[src/rtl/rx_frame_pkg.sv]
// Shared constants and FSM state encoding for the UART RX frame controller.
// S_CSUM exists only when RX_FRAME_CHECKSUM_EN is defined.
package rx_frame_pkg;

    localparam logic [7:0]  SYNC_BYTE          = 8'hA5;
    localparam int unsigned DEFAULT_WORD_BYTES = 4;

    typedef enum logic [2:0] {
        S_IDLE  = 3'd0,
        S_ADDR  = 3'd1,
        S_LEN   = 3'd2,
        S_DATA  = 3'd3,
`ifdef RX_FRAME_CHECKSUM_EN
        S_CSUM  = 3'd4,
`endif
        S_FLUSH = 3'd5
    } state_t;

endpackage

[src/rtl/rx_frame_ctrl_packer.sv]
// rx_word_packer: collects payload bytes into a word, first byte at the LSB.
// word_data is valid combinationally in the cycle word_done is high.
module rx_word_packer
    import rx_frame_pkg::*;
#(
    parameter int unsigned DATA_SIZE  = 8,
    parameter int unsigned WORD_BYTES = DEFAULT_WORD_BYTES
) (
    input  logic                            clk_in,
    input  logic                            rst_in,
    input  logic                            clear,
    input  logic                            load,
    input  logic [DATA_SIZE-1:0]            byte_data,
    output logic                            word_done,
    output logic [WORD_BYTES*DATA_SIZE-1:0] word_data
);

    localparam int unsigned CNT_W = (WORD_BYTES > 1) ? $clog2(WORD_BYTES) : 1;

    logic [CNT_W-1:0] cnt;

    assign word_done = load && (cnt == CNT_W'(WORD_BYTES - 1));

    always_ff @(posedge clk_in or posedge rst_in) begin
        if (rst_in) begin
            cnt <= '0;
        end else if (clear) begin
            cnt <= '0;
        end else if (load) begin
            cnt <= word_done ? '0 : cnt + CNT_W'(1);
        end
    end

    generate
        if (WORD_BYTES > 1) begin : g_shift
            localparam int unsigned HOLD_W = (WORD_BYTES - 1) * DATA_SIZE;
            logic [HOLD_W-1:0] hold;

            // Bytes enter at the top and walk down, so the oldest lands at the LSB.
            always_ff @(posedge clk_in or posedge rst_in) begin
                if (rst_in) begin
                    hold <= '0;
                end else if (load && !word_done) begin
                    hold <= HOLD_W'({byte_data, hold} >> DATA_SIZE);
                end
            end

            assign word_data = {byte_data, hold};
        end else begin : g_single
            assign word_data = byte_data;
        end
    endgenerate

endmodule

[src/rtl/rx_frame_ctrl.sv]
// Frame decoder: SYNC, ADDR, LEN, payload words -> single-entry valid/ready buffer.
// Optional trailing XOR checksum byte enabled by RX_FRAME_CHECKSUM_EN.
module rx_frame_ctrl
    import rx_frame_pkg::*;
#(
    parameter int unsigned DATA_SIZE  = 8,
    parameter int unsigned WORD_BYTES = DEFAULT_WORD_BYTES,
    parameter int unsigned ADDR_WIDTH = 8
) (
    input  logic                            clk_in,
    input  logic                            rst_in,
    input  logic [DATA_SIZE-1:0]            byte_in,
    input  logic                            byte_valid_in,
    output logic [WORD_BYTES*DATA_SIZE-1:0] word_out,
    output logic [ADDR_WIDTH-1:0]           addr_out,
    output logic                            word_valid_out,
    input  logic                            word_ready_in,
    output logic                            frame_done_out,
    output logic                            error_out,
    output logic                            busy_out
);

    localparam int unsigned WORD_W = WORD_BYTES * DATA_SIZE;

    state_t                state;
    logic [ADDR_WIDTH-1:0] addr_cnt;
    logic [DATA_SIZE-1:0]  len_cnt;
`ifdef RX_FRAME_CHECKSUM_EN
    logic [DATA_SIZE-1:0]  csum;
`endif

    logic              transfer;
    logic              is_sync;
    logic              pack_load;
    logic              pack_clear;
    logic              word_done;
    logic [WORD_W-1:0] word_next;

    assign transfer   = word_valid_out && word_ready_in;
    assign is_sync    = (byte_in == DATA_SIZE'(SYNC_BYTE));
    assign pack_load  = (state == S_DATA) && byte_valid_in;
    assign pack_clear = (state != S_DATA);
    assign busy_out   = (state != S_IDLE);

    rx_word_packer #(
        .DATA_SIZE (DATA_SIZE),
        .WORD_BYTES(WORD_BYTES)
    ) u_packer (
        .clk_in   (clk_in),
        .rst_in   (rst_in),
        .clear    (pack_clear),
        .load     (pack_load),
        .byte_data(byte_in),
        .word_done(word_done),
        .word_data(word_next)
    );

    always_ff @(posedge clk_in or posedge rst_in) begin
        if (rst_in) begin
            state          <= S_IDLE;
            addr_cnt       <= '0;
            len_cnt        <= '0;
            word_out       <= '0;
            addr_out       <= '0;
            word_valid_out <= 1'b0;
            frame_done_out <= 1'b0;
            error_out      <= 1'b0;
`ifdef RX_FRAME_CHECKSUM_EN
            csum           <= '0;
`endif
        end else begin
            frame_done_out <= 1'b0;
            error_out      <= 1'b0;
            // Cleared first so a word landing in the same cycle as a transfer re-sets it.
            if (transfer) begin
                word_valid_out <= 1'b0;
            end

            case (state)
                S_IDLE: begin
                    if (byte_valid_in && is_sync) begin
                        state <= S_ADDR;
                    end
                end
                S_ADDR: begin
                    if (byte_valid_in) begin
                        addr_cnt <= ADDR_WIDTH'(byte_in);
`ifdef RX_FRAME_CHECKSUM_EN
                        csum     <= byte_in;
`endif
                        state    <= S_LEN;
                    end
                end
                S_LEN: begin
                    if (byte_valid_in) begin
                        if (byte_in == '0) begin
                            error_out <= 1'b1;
                            state     <= S_IDLE;
                        end else begin
                            len_cnt <= byte_in;
`ifdef RX_FRAME_CHECKSUM_EN
                            csum    <= csum ^ byte_in;
`endif
                            state   <= S_DATA;
                        end
                    end
                end
                S_DATA: begin
                    if (byte_valid_in) begin
`ifdef RX_FRAME_CHECKSUM_EN
                        csum <= csum ^ byte_in;
`endif
                        if (word_done) begin
                            if (word_valid_out && !word_ready_in) begin
                                error_out <= 1'b1;
                                state     <= S_IDLE;
                            end else begin
                                word_out       <= word_next;
                                addr_out       <= addr_cnt;
                                word_valid_out <= 1'b1;
                                addr_cnt       <= addr_cnt + ADDR_WIDTH'(1);
                                len_cnt        <= len_cnt - DATA_SIZE'(1);
                                if (len_cnt == DATA_SIZE'(1)) begin
`ifdef RX_FRAME_CHECKSUM_EN
                                    state <= S_CSUM;
`else
                                    state <= S_FLUSH;
`endif
                                end
                            end
                        end
                    end
                end
`ifdef RX_FRAME_CHECKSUM_EN
                S_CSUM: begin
                    if (byte_valid_in) begin
                        if (byte_in == csum) begin
                            state <= S_FLUSH;
                        end else begin
                            error_out <= 1'b1;
                            state     <= S_IDLE;
                        end
                    end
                end
`endif
                S_FLUSH: begin
                    if (!word_valid_out) begin
                        frame_done_out <= 1'b1;
                        state          <= S_IDLE;
                    end
                end
                default: state <= S_IDLE;
            endcase
        end
    end

endmodule

[config.mk]
export PLATFORM = sky130hd
export DESIGN_NAME = rx_frame_ctrl
export DESIGN_NICKNAME = d
export VERILOG_FILES = /design/src/rtl/rx_frame_pkg.sv /design/src/rtl/rx_frame_ctrl_packer.sv /design/src/rtl/rx_frame_ctrl.sv
export SDC_FILE = /design/constraint.sdc
export NUM_CORES = 1
export LEC_CHECK = 0
export ABC_AREA = 1
export CAP_MARGIN = 5
export CORE_UTILIZATION = 34
export CTS_CLUSTER_SIZE = 16
export DETAILED_ROUTE_END_ITERATION = 16
export GPL_ROUTABILITY_DRIVEN = 0
export GPL_TIMING_DRIVEN = 0
export HOLD_SLACK_MARGIN = 0.15
export PLACE_DENSITY = 0.51
export SYNTH_ARGS = -nofsm -noshare
export SYNTH_HDL_FRONTEND = slang
export SYNTH_HIERARCHICAL = 1
export SYNTH_SLANG_ARGS = --single-unit
[constraint.sdc]
create_clock -name clk_in -period 4.4 [get_ports clk_in]
set_input_delay 0.88 -clock clk_in [delete_from_list [all_inputs] [get_ports clk_in]]
set_output_delay 0.88 -clock clk_in [all_outputs]
set_load 0.05 [all_outputs]
==> results.txt <==
CTS Sinks - 88
Post-synthesis cell type count - 28
Setup Buffers After CTS - 0
Final Skew - 0.00725 ns
Critical path class - reg -> out
Syn nets - 537
Clk buf depth - 2
Share of the synthesized area in the top cell type - 53.2%
Fin. Hold Viols - 0
H-tree depth - 3
Hold path startpoint - word_valid_out
Area delta synth->final - 25.8%
Worst-Margin Slew - 1.01 ns
Initial DRC Count - 172
Worst r2r src - state[2]
Final worst path period share - 65.3%
CTS root buf - clkbuf_16
CTS clock-pin slew for the worst setup and hold paths - 0.06 ns
Routed via count - 3388
Final setup violating endpoints - 0
Mapped Cells - 521
Ant. Diodes - 0
Final Power - 2840 uW
Worst setup SP type - flop
Max Transition Viols Final - 0
LEAKAGE - 0.00260 uW
RSZ-0062 raised after global routing - false
Clock period minus final worst setup slack - 2.87 ns
Ratio of cells with drive above 1 in the final layout - 8.43%
Setup TNS - 0 ns
Detailed Place HPWL - 7.34 mm
DR DRC count - 0
CP Max Fanout - 8
CP cell instances - buf_2, nor3_1, inv_1, clkdlybuf4s50_1
Critical Path RT - 3.52 ns
Clock Latency Late Sink - 0.35 ns
First-pass iteration count of the detailed router - 5
Count leader, synth - nand2_1
Crit-path leading delay family - buffers and inverters
Synth async-reset ratio - 100%
Main synth FF type - dfrtp_1
Die H - 112 microns
Site Rows - 39
Register bit total from synthesis - 88
Cell area power density - 546 nW/um^2
All-Layer GR Usage - 17.4%
CTS Buf Count - 9
Number of flops mapped to enable cells by yosys - 0
First-pass GRT wire length - 17.1 mm
Routed vias/inst - 4.60
Outcome - finished clean
Max_slew headroom - 32.3%
Routed wire length - 9.99 mm
Vias in the first global route - 3264
Starting density of the core - 35.5%
PortBufs - 55
Core ar. - 11700 sq um
Seq/Total Area, Yosys - 53.2%
WP buf/inv - 3
Initial antenna violation count - 0
Post_cts resized - 0
Synth area leader - dfrtp_1
Top post-synthesis cells by count - 190 x nand2_1, 88 x dfrtp_1, 68 x inv_1, 45 x o21ai_0, 39 x nor2_1
Fill count - 1194
Final ANT Viol Nets - 0
Largest net degree at the start of global routing - 41
CTS tree - built
Die area - 12600 sq um
Syn Area/Cell - 7.95 sq um
Slowest cell on the critical path - clkdlybuf4s50_1
WL/cell - 13.6 microns
Cts hold-fix bufs - 0
Overflow after GRT - 0
Final nets - 604
Crit path DAT - 1.99 ns
Die W - 112 microns
CP startpoint - state[0]
Mapped cell area - 4140 sq um
CP peak stage delay - 0.71 ns
Crit end category - primary output
Max Cap Viol - 0
Maximum VDD drop - 0.000308 V
Yosys warning total - 6
F_max - 348 MHz
Min-Delay Path Class - reg -> reg
Num ports - 56
Ranking of synthesized cells by area - dfrtp_1 53%, nand2_1 17%, inv_1 6.2%, o21ai_0 5.4%, nor2_1 3.5%
## registers in the layout (all words and copies together) (netlist names)
register	cells
addr_cnt	8
addr_out	8
error_out	1
frame_done_out	1
len_cnt	8
state	3
u_packer/cnt	2
u_packer/g_shift.hold	24
word_out	32
word_valid_out	1
## metrics by stage
stage / hold slack (ns) / area (sq um) / std cells / util (%) / setup slack, ns
floorplan: 0.449 / 4140 / 521 / - / 1.98
global placement: 0.451 / 4870 / 719 / 41.8 / 0.774
detailed placement: 0.457 / 4890 / 720 / 41.9 / 1.56
CTS: 0.465 / 5210 / 736 / 44.7 / 1.52
global route: 0.495 / 5210 / 736 / 44.7 / 1.41
finish: 0.470 / 5210 / 736 / 44.7 / 1.53
## area by class of cell
| type | instances | area (sq um) | area share, % |
|---|---|---|---|
| buffer | 24 | 153 | 2.93 |
| clock buffer | 10 | 229 | 4.39 |
| clock inverter | 6 | 90.1 | 1.73 |
| inverter | 70 | 263 | 5.04 |
| multi-input combinational | 339 | 1530 | 29.3 |
| sequential | 88 | 2200 | 42.3 |
| tap | 143 | 179 | 3.43 |
| timing repair buffer | 56 | 571 | 10.9 |
## routing by layer
layer	vias up	wire [microns]	global-route usage (%)
li1	1735	-	-
met1	1561	5110	25.6
met2	80	4260	25.6
met3	12	445	2.75
met4	0	173	7.20
met5	-	0	0
## where the power goes
group	total, uW	switching (uW)	internal (uW)
Clock	826	326	501
Combinational	861	548	313
Sequential	1160	164	992
Total	2840	1040	1810
## kinds of logic (layout without fill, tap and decap cells)
logic type / Yosys count / after routing / synth area share [%]
compound gates: 68 / 68 / 8.55
xor+xnor: 3 / 3 / 0.634
fa+ha+maj: 4 / 4 / 1.21
buf+inv: 94 / 166 / 10.0
flops: 88 / 88 / 53.2
simple gates: 264 / 264 / 26.4
## cells in the final DEF, fill, tap and decap left out, types with 5 or more instances in the layout
cell type / netlist / layout
nand2_1: 190 / 190
dfrtp_1: 88 / 88
inv_1: 68 / 67
clkdlybuf4s50_1: 0 / 55
o21ai_0: 45 / 45
nor2_1: 39 / 39
nand3_1: 15 / 15
buf_4: 12 / 12
a21oi_1: 10 / 10
clkbuf_16: 0 / 9
buf_2: 8 / 8
o21ai_1: 8 / 8
nand4_1: 5 / 5
## worst paths after layout
kind / end / slack [ns] / cells after the start
worst min register to register: frame_done_out / 0.47 / 1
max in group asynchronous: u_packer/cnt[1] / 2.64 / 2
worst min-delay path: frame_done_out / 0.47 / 1
worst max-delay path: busy_out / 1.53 / 4
min in group asynchronous: word_out[20] / 0.93 / 2
worst max register to register: len_cnt[6] / 2.43 / 12
No activity file was read; power rests on OpenSTA's default activity.
